--- src/rtl/micro_sequencer_if.sv ---
// Handshake bundle between the micro-sequencer, the control store, the IR map ROM
// and the memory interface. The master side drives control-word and memory inputs.
interface micro_sequencer_if #(
   parameter int AW = 5
);
   logic          start;
   logic [AW-1:0] ir_map;
   logic [AW-1:0] naddr;
   logic          br;
   logic          z;
   logic          mwait;
   logic          fin;
   logic          mem_rdy;
   logic [AW-1:0] car;
   logic          busy;
   logic          mem_req;
   logic          done;
   logic          err;

   modport master (
      output start, ir_map, naddr, br, z, mwait, fin, mem_rdy,
      input  car, busy, mem_req, done, err
   );

   modport slave (
      input  start, ir_map, naddr, br, z, mwait, fin, mem_rdy,
      output car, busy, mem_req, done, err
   );
endinterface

--- src/rtl/micro_sequencer.sv ---
// Microprogram sequencer: owns the CAR, runs IDLE/RUN/WAIT_MEM and stalls on memory.
// Optional memory-wait watchdog compiled in with MICRO_SEQ_WATCHDOG_EN.
module micro_sequencer #(
   parameter int          AW         = 5,
   parameter logic [AW-1:0] START_ADDR = 5'b00000,
   parameter logic [AW-1:0] FETCH_ADDR = 5'b00001,
   parameter logic [AW-1:0] JMPZ_ADDR  = 5'b01001,
   parameter logic [AW-1:0] SKIP_ADDR  = 5'b01011,
   parameter int          TIMEOUT    = 16
) (
   input  logic                   clk,
   input  logic                   rstn,
   micro_sequencer_if.slave       bus
);

   typedef enum logic [1:0] {
      S_IDLE = 2'd0,
      S_RUN  = 2'd1,
      S_WAIT = 2'd2
`ifdef MICRO_SEQ_WATCHDOG_EN
      ,S_ERR = 2'd3
`endif
   } state_t;

   state_t        state_q;
   logic [AW-1:0] car_q;
   logic          busy_q;
   logic          mem_req_q;
   logic          done_q;
   logic [AW-1:0] na_d;

   // The conditional-jump routine short-circuits to its exit when Z is set.
   always_comb begin
      na_d = bus.naddr;
      if (bus.br) begin
         if (bus.z && (bus.ir_map == JMPZ_ADDR)) na_d = SKIP_ADDR;
         else                                    na_d = bus.ir_map;
      end
   end

`ifdef MICRO_SEQ_WATCHDOG_EN
   localparam int WDW = $clog2(TIMEOUT + 1);
   logic [WDW-1:0] wd_q;
   logic           err_q;
`endif

   always_ff @(posedge clk) begin
      if (!rstn) begin
         state_q   <= S_IDLE;
         car_q     <= START_ADDR;
         busy_q    <= 1'b0;
         mem_req_q <= 1'b0;
         done_q    <= 1'b0;
`ifdef MICRO_SEQ_WATCHDOG_EN
         wd_q      <= '0;
         err_q     <= 1'b0;
`endif
      end else begin
         done_q <= 1'b0;
         case (state_q)
            S_IDLE: begin
               if (bus.start) begin
                  state_q <= S_RUN;
                  car_q   <= FETCH_ADDR;
                  busy_q  <= 1'b1;
               end
            end
            S_RUN: begin
               if (bus.mwait) begin
                  state_q   <= S_WAIT;
                  mem_req_q <= 1'b1;
`ifdef MICRO_SEQ_WATCHDOG_EN
                  wd_q      <= '0;
`endif
               end else if (bus.fin) begin
                  state_q <= S_IDLE;
                  car_q   <= START_ADDR;
                  busy_q  <= 1'b0;
                  done_q  <= 1'b1;
               end else begin
                  car_q <= na_d;
               end
            end
            S_WAIT: begin
               // Completion takes priority over the watchdog expiring in the same cycle.
               if (bus.mem_rdy) begin
                  mem_req_q <= 1'b0;
                  if (bus.fin) begin
                     state_q <= S_IDLE;
                     car_q   <= START_ADDR;
                     busy_q  <= 1'b0;
                     done_q  <= 1'b1;
                  end else begin
                     state_q <= S_RUN;
                     car_q   <= na_d;
                  end
               end
`ifdef MICRO_SEQ_WATCHDOG_EN
               else if (wd_q == WDW'(TIMEOUT - 1)) begin
                  state_q   <= S_ERR;
                  car_q     <= START_ADDR;
                  busy_q    <= 1'b0;
                  mem_req_q <= 1'b0;
                  err_q     <= 1'b1;
               end else begin
                  wd_q <= wd_q + 1'b1;
               end
`endif
            end
            default: ;
         endcase
      end
   end

   assign bus.car     = car_q;
   assign bus.busy    = busy_q;
   assign bus.mem_req = mem_req_q;
   assign bus.done    = done_q;
`ifdef MICRO_SEQ_WATCHDOG_EN
   assign bus.err     = err_q;
`else
   assign bus.err     = 1'b0;
`endif

endmodule

--- src/flat_wrapper.sv ---
// flat-port wrapper written by rule: the top's interface ports become plain ports
module micro_sequencer_flat 
#(
   parameter int          AW         = 5,
   parameter logic [AW-1:0] START_ADDR = 5'b00000,
   parameter logic [AW-1:0] FETCH_ADDR = 5'b00001,
   parameter logic [AW-1:0] JMPZ_ADDR  = 5'b01001,
   parameter logic [AW-1:0] SKIP_ADDR  = 5'b01011,
   parameter int          TIMEOUT    = 16
)
  (clk, rstn, bus_start, bus_ir_map, bus_naddr, bus_br, bus_z, bus_mwait, bus_fin, bus_mem_rdy, bus_car, bus_busy, bus_mem_req, bus_done, bus_err);
  micro_sequencer_if #(.AW(AW)) bus_i ();
  input  logic clk;
  input  logic rstn;
  input wire logic [$bits(bus_i.start)-1:0] bus_start;
  input wire logic [$bits(bus_i.ir_map)-1:0] bus_ir_map;
  input wire logic [$bits(bus_i.naddr)-1:0] bus_naddr;
  input wire logic [$bits(bus_i.br)-1:0] bus_br;
  input wire logic [$bits(bus_i.z)-1:0] bus_z;
  input wire logic [$bits(bus_i.mwait)-1:0] bus_mwait;
  input wire logic [$bits(bus_i.fin)-1:0] bus_fin;
  input wire logic [$bits(bus_i.mem_rdy)-1:0] bus_mem_rdy;
  output wire logic [$bits(bus_i.car)-1:0] bus_car;
  output wire logic [$bits(bus_i.busy)-1:0] bus_busy;
  output wire logic [$bits(bus_i.mem_req)-1:0] bus_mem_req;
  output wire logic [$bits(bus_i.done)-1:0] bus_done;
  output wire logic [$bits(bus_i.err)-1:0] bus_err;
  assign bus_i.start = bus_start;
  assign bus_i.ir_map = bus_ir_map;
  assign bus_i.naddr = bus_naddr;
  assign bus_i.br = bus_br;
  assign bus_i.z = bus_z;
  assign bus_i.mwait = bus_mwait;
  assign bus_i.fin = bus_fin;
  assign bus_i.mem_rdy = bus_mem_rdy;
  assign bus_car = bus_i.car;
  assign bus_busy = bus_i.busy;
  assign bus_mem_req = bus_i.mem_req;
  assign bus_done = bus_i.done;
  assign bus_err = bus_i.err;
  micro_sequencer #(.AW(AW), .START_ADDR(START_ADDR), .FETCH_ADDR(FETCH_ADDR), .JMPZ_ADDR(JMPZ_ADDR), .SKIP_ADDR(SKIP_ADDR), .TIMEOUT(TIMEOUT)) u_core (.clk(clk), .rstn(rstn), .bus(bus_i));
endmodule
--- config.mk ---
export PLATFORM = sky130hd
export DESIGN_NAME = micro_sequencer_flat
export DESIGN_NICKNAME = d
export VERILOG_FILES = /design/src/rtl/micro_sequencer_if.sv /design/src/rtl/micro_sequencer.sv /design/src/flat_wrapper.sv
export SDC_FILE = /design/constraint.sdc
export NUM_CORES = 1
export LEC_CHECK = 0
export CAP_MARGIN = 10
export CELL_PAD_IN_SITES_DETAIL_PLACEMENT = 1
export CELL_PAD_IN_SITES_GLOBAL_PLACEMENT = 2
export CORE_AREA = 10 10 68 70
export DETAILED_ROUTE_END_ITERATION = 10
export DIE_AREA = 0 0 78 80
export PLACE_DENSITY_LB_ADDON = 0.1
export SLEW_MARGIN = 20
export SYNTH_ARGS = -nofsm -noshare
export SYNTH_HDL_FRONTEND = slang
export SYNTH_SLANG_ARGS = --single-unit
--- constraint.sdc ---
create_clock -name clk -period 1.4 [get_ports clk]
set_input_delay 0.42 -clock clk [delete_from_list [all_inputs] [get_ports clk]]
set_output_delay 0.42 -clock clk [all_outputs]
set_load 0.05 [all_outputs]
==> impl_metrics.yaml <==
synth:
  yosysUniqueCellTypes: 30
  synth.ff_latch_count: 10
  synth_flop_cell: "sky130_fd_sc_hd__dfxtp_1"
  synthAdderAreaFrac: 0.0749
  dominant_combinational_cell_family_by_area_after_synthesis: "simple AND/OR/NAND/NOR gates"
  synth_xor_xnor_area_share: 0
  synth-compound-area-share: 0.199
  synthCells: 71
  synth_simple_gate_area_share: 0.223
  yosys-mux-area-fraction: 0.122
  mappedNetlistArea_um2: 668
  ys_seq_area_frac: 0.300
  synth.cells.most_frequent: "10 x sky130_fd_sc_hd__dfxtp_1, 9 x sky130_fd_sc_hd__inv_1, 8 x sky130_fd_sc_hd__nand2_1"
  synth-edff-count: 0
  synth_nets: 93
  syn-mean-instance-area_um2: 9.41
  post-synth-top-area-cell: "sky130_fd_sc_hd__dfxtp_1"
  synth_largest_type_area_fraction: 0.300
  async_reset_ff_frac: 0
  yosys_warnings: 0
  synth.top_cells.by_area: "sky130_fd_sc_hd__dfxtp_1 30%, sky130_fd_sc_hd__mux2i_1 10%, sky130_fd_sc_hd__ha_1 7.5%"
  synthMostInstantiatedCell: "sky130_fd_sc_hd__dfxtp_1"
critical_path:
  max_stage_delay_ps: 410
  worst-path-buf-inv: 1
  setup.worst_path.start_class: "register"
  crit_chain: "buf_4 -> ha_4 -> and2b_4 -> o41ai_4 -> o32ai_2"
  timing.critical_path.required_ps: 1530
  critical_path_class: "register to register"
  crit_fanout: 4
  worstSetupEndpointType: "register"
  worst_path_dominant_cell_family: "compound AO/OA/AOI/OAI gates"
  timing.critical_path.arrival_ps: 1630
  crit_path_top_delay_cell: "sky130_fd_sc_hd__o41ai_4"
floorplanning:
  rows: 21
  io-pin-count: 27
  floorplan.initialDensity: 0.203
  core_area_um2: 3280
  design.die.area_um2: 6240
  die-height_um: 80
  fp.dieW_um: 78
sta:
  rsz0062_at_grt: "true"
  timing_max_transition_violations_final: 0
  finalHoldViolCount: 0
  min_period_ps: 1500
  layout_worst_path_cycle_share: 1.07
  final.setup.worst_slack_ps: -98.9
  setup_viol: 7
  timing.clock.skew_ps: 0.980
  fmax_mhz: 667
  hold-worst-slack_ps: 502
power_and_ir_drop:
  power_report.internal_total_uw: 808
  power_switching_uw: 416
  seqPwrFrac: 0.296
  share_comb_of_total_power: 0.492
  power.density_nw_per_um2: 933
  power.leakage_nw: 0.550
  report.power.total_mw: 1.22
  vdd_drop_max_mv: 0.238
  power.switching_fraction: 0.340
  clock_power_share: 0.212
run_status:
  status: "finished, violations left"
  violated_checks: "setup timing"
route:
  ant_nets: 0
  viasPerCell: 4.16
  drt_iter0_drc: 22
  wl_um: 2120
  drt-pass1-iter-count: 4
  drt_drc_violations_left: 0
  wire_per_inst_um: 12.9
  route.vias.total: 686
finish:
  drive_above_1_share: 0.454
  num-nets-final: 142
  final_cells: 165
  number_of_diodes: 0
  syn_to_final_growth_pct: 96.4
grt:
  grt_antenna_before_repair: 0
  grt_start_max_net_pins: 7
  groute.usage.overall: 0.0718
  overflow: 0
  grt_first_pass_wirelength_um: 3550
  first_global_vias: 747
clock_tree:
  clock_tree_from_tritoncts: "yes"
  cts_hold_buf: 0
  htree_levels: 1
  clkLatencyLatePin_ps: 260
  cts.reportedPaths.clkPinSlew_ps: 70
  clock_tree.buffer_depth: 2
  master_cell_of_the_clock_root_buffer: "sky130_fd_sc_hd__clkbuf_4"
  inserted_clock_buffers: 3
  cts_num_sinks: 10
place:
  dp_worst_setup_slack_ps: -406
  dpl.cell_count: 156
  io_buffers: 25
  routability_congestion_estimate: 0.705
  hpwl_um: 1820
min_path:
  min_path_type: "register to register"
job:
  maxCapViolCount: 0
final timing paths:
| path | startpoint | to | slack (ps) | cells past startpoint |
|---|---|---|---|---|
| max | u_core.state_q[1]$_SDFFE_PN0P_ | u_core.bus.car[4]$_SDFFE_PN0P_ | -100 | 5 |
| min | u_core.bus.mem_req$_SDFFE_PN0P_ | u_core.bus.mem_req$_SDFFE_PN0P_ | 500 | 2 |
| max reg2reg | u_core.state_q[1]$_SDFFE_PN0P_ | u_core.bus.car[4]$_SDFFE_PN0P_ | -100 | 5 |
| min reg2reg | u_core.bus.mem_req$_SDFFE_PN0P_ | u_core.bus.mem_req$_SDFFE_PN0P_ | 500 | 2 |
area by class of cell:
class,instances,area (um^2)
well taps,46,57.6
inverters,9,33.8
repair buffers,47,502
multi-input cells,49,478
clock buffers,4,36.3
fillers,401,1970
flip-flops and latches,10,205
worst register-to-register path, cell delays in order (launching register included):
cell	delay (ps)
sky130_fd_sc_hd__dfxtp_2	330
sky130_fd_sc_hd__buf_4	140
sky130_fd_sc_hd__ha_4	160
sky130_fd_sc_hd__and2b_4	190
sky130_fd_sc_hd__o41ai_4	410
sky130_fd_sc_hd__o32ai_2	140
repair_timing:
| item | in CTS | in global routing |
|---|---|---|
| pin swaps | 9 | 2 |
| setup buffers | 3 | 2 |
| endpoints found under the setup margin | 9 | 9 |
| gates resized for setup | 11 | 11 |
cell families (layout without fill, tap and decap cells):
logic type	after synthesis	after routing
flops	10	10
fa+ha+maj	4	4
simple gates	22	22
compound gates	14	14
buf+inv	12	60
mux	8	8
other cells	1	1
stage by stage:
stage          cell area, um^2  setup TNS [ps]  utilization
3_3_place_gp              1170           -3170        0.356
4_1_cts                   1250            -471        0.382
2_1_floorplan              672               0            -
3_5_place_dp              1170           -3250        0.356
6_report                  1310            -467        0.400
5_1_grt                   1310            -977        0.400
cells in the final DEF (no fill, tap or decap), types with 2 or more instances in the layout:
master	n
sky130_fd_sc_hd__buf_6	2
sky130_fd_sc_hd__clkbuf_4	3
sky130_fd_sc_hd__inv_1	7
sky130_fd_sc_hd__buf_4	20
sky130_fd_sc_hd__o32ai_1	3
sky130_fd_sc_hd__o32ai_2	2
sky130_fd_sc_hd__clkdlybuf4s50_1	13
sky130_fd_sc_hd__nand3_1	2
sky130_fd_sc_hd__ha_4	2
sky130_fd_sc_hd__nand2b_1	2
sky130_fd_sc_hd__nand2_1	7
sky130_fd_sc_hd__buf_12	8
sky130_fd_sc_hd__inv_2	2
sky130_fd_sc_hd__mux2i_1	6
sky130_fd_sc_hd__dfxtp_1	8
sky130_fd_sc_hd__dlygate4sd2_1	3
state kept, by name (all words and copies together) (netlist names):
signal,count
u_core.bus.car,5
u_core.state_q,2
u_core.bus.busy,1
u_core.bus.done,1
u_core.bus.mem_req,1
power by group through the flow:
stage	Combinational (mW)	Sequential [mW]	Clock, mW
2_1_floorplan	0.199	0.434	0
3_3_place_gp	0.532	0.363	0
3_5_place_dp	0.534	0.364	0
4_1_cts	0.574	0.363	0.272
5_1_grt	0.645	0.370	0.290
6_report	0.602	0.363	0.260
layer usage:
layer | up-vias | GRT usage | part of all wire
li1 | 348 | - | -
met1 | 315 | 0.0761 | 0.43
met2 | 21 | 0.118 | 0.48
met3 | 2 | 0.0394 | 0.079
met4 | 0 | 0.0269 | 0.0071
met5 | - | 0 | 0
No activity file was read; power rests on OpenSTA's default activity.
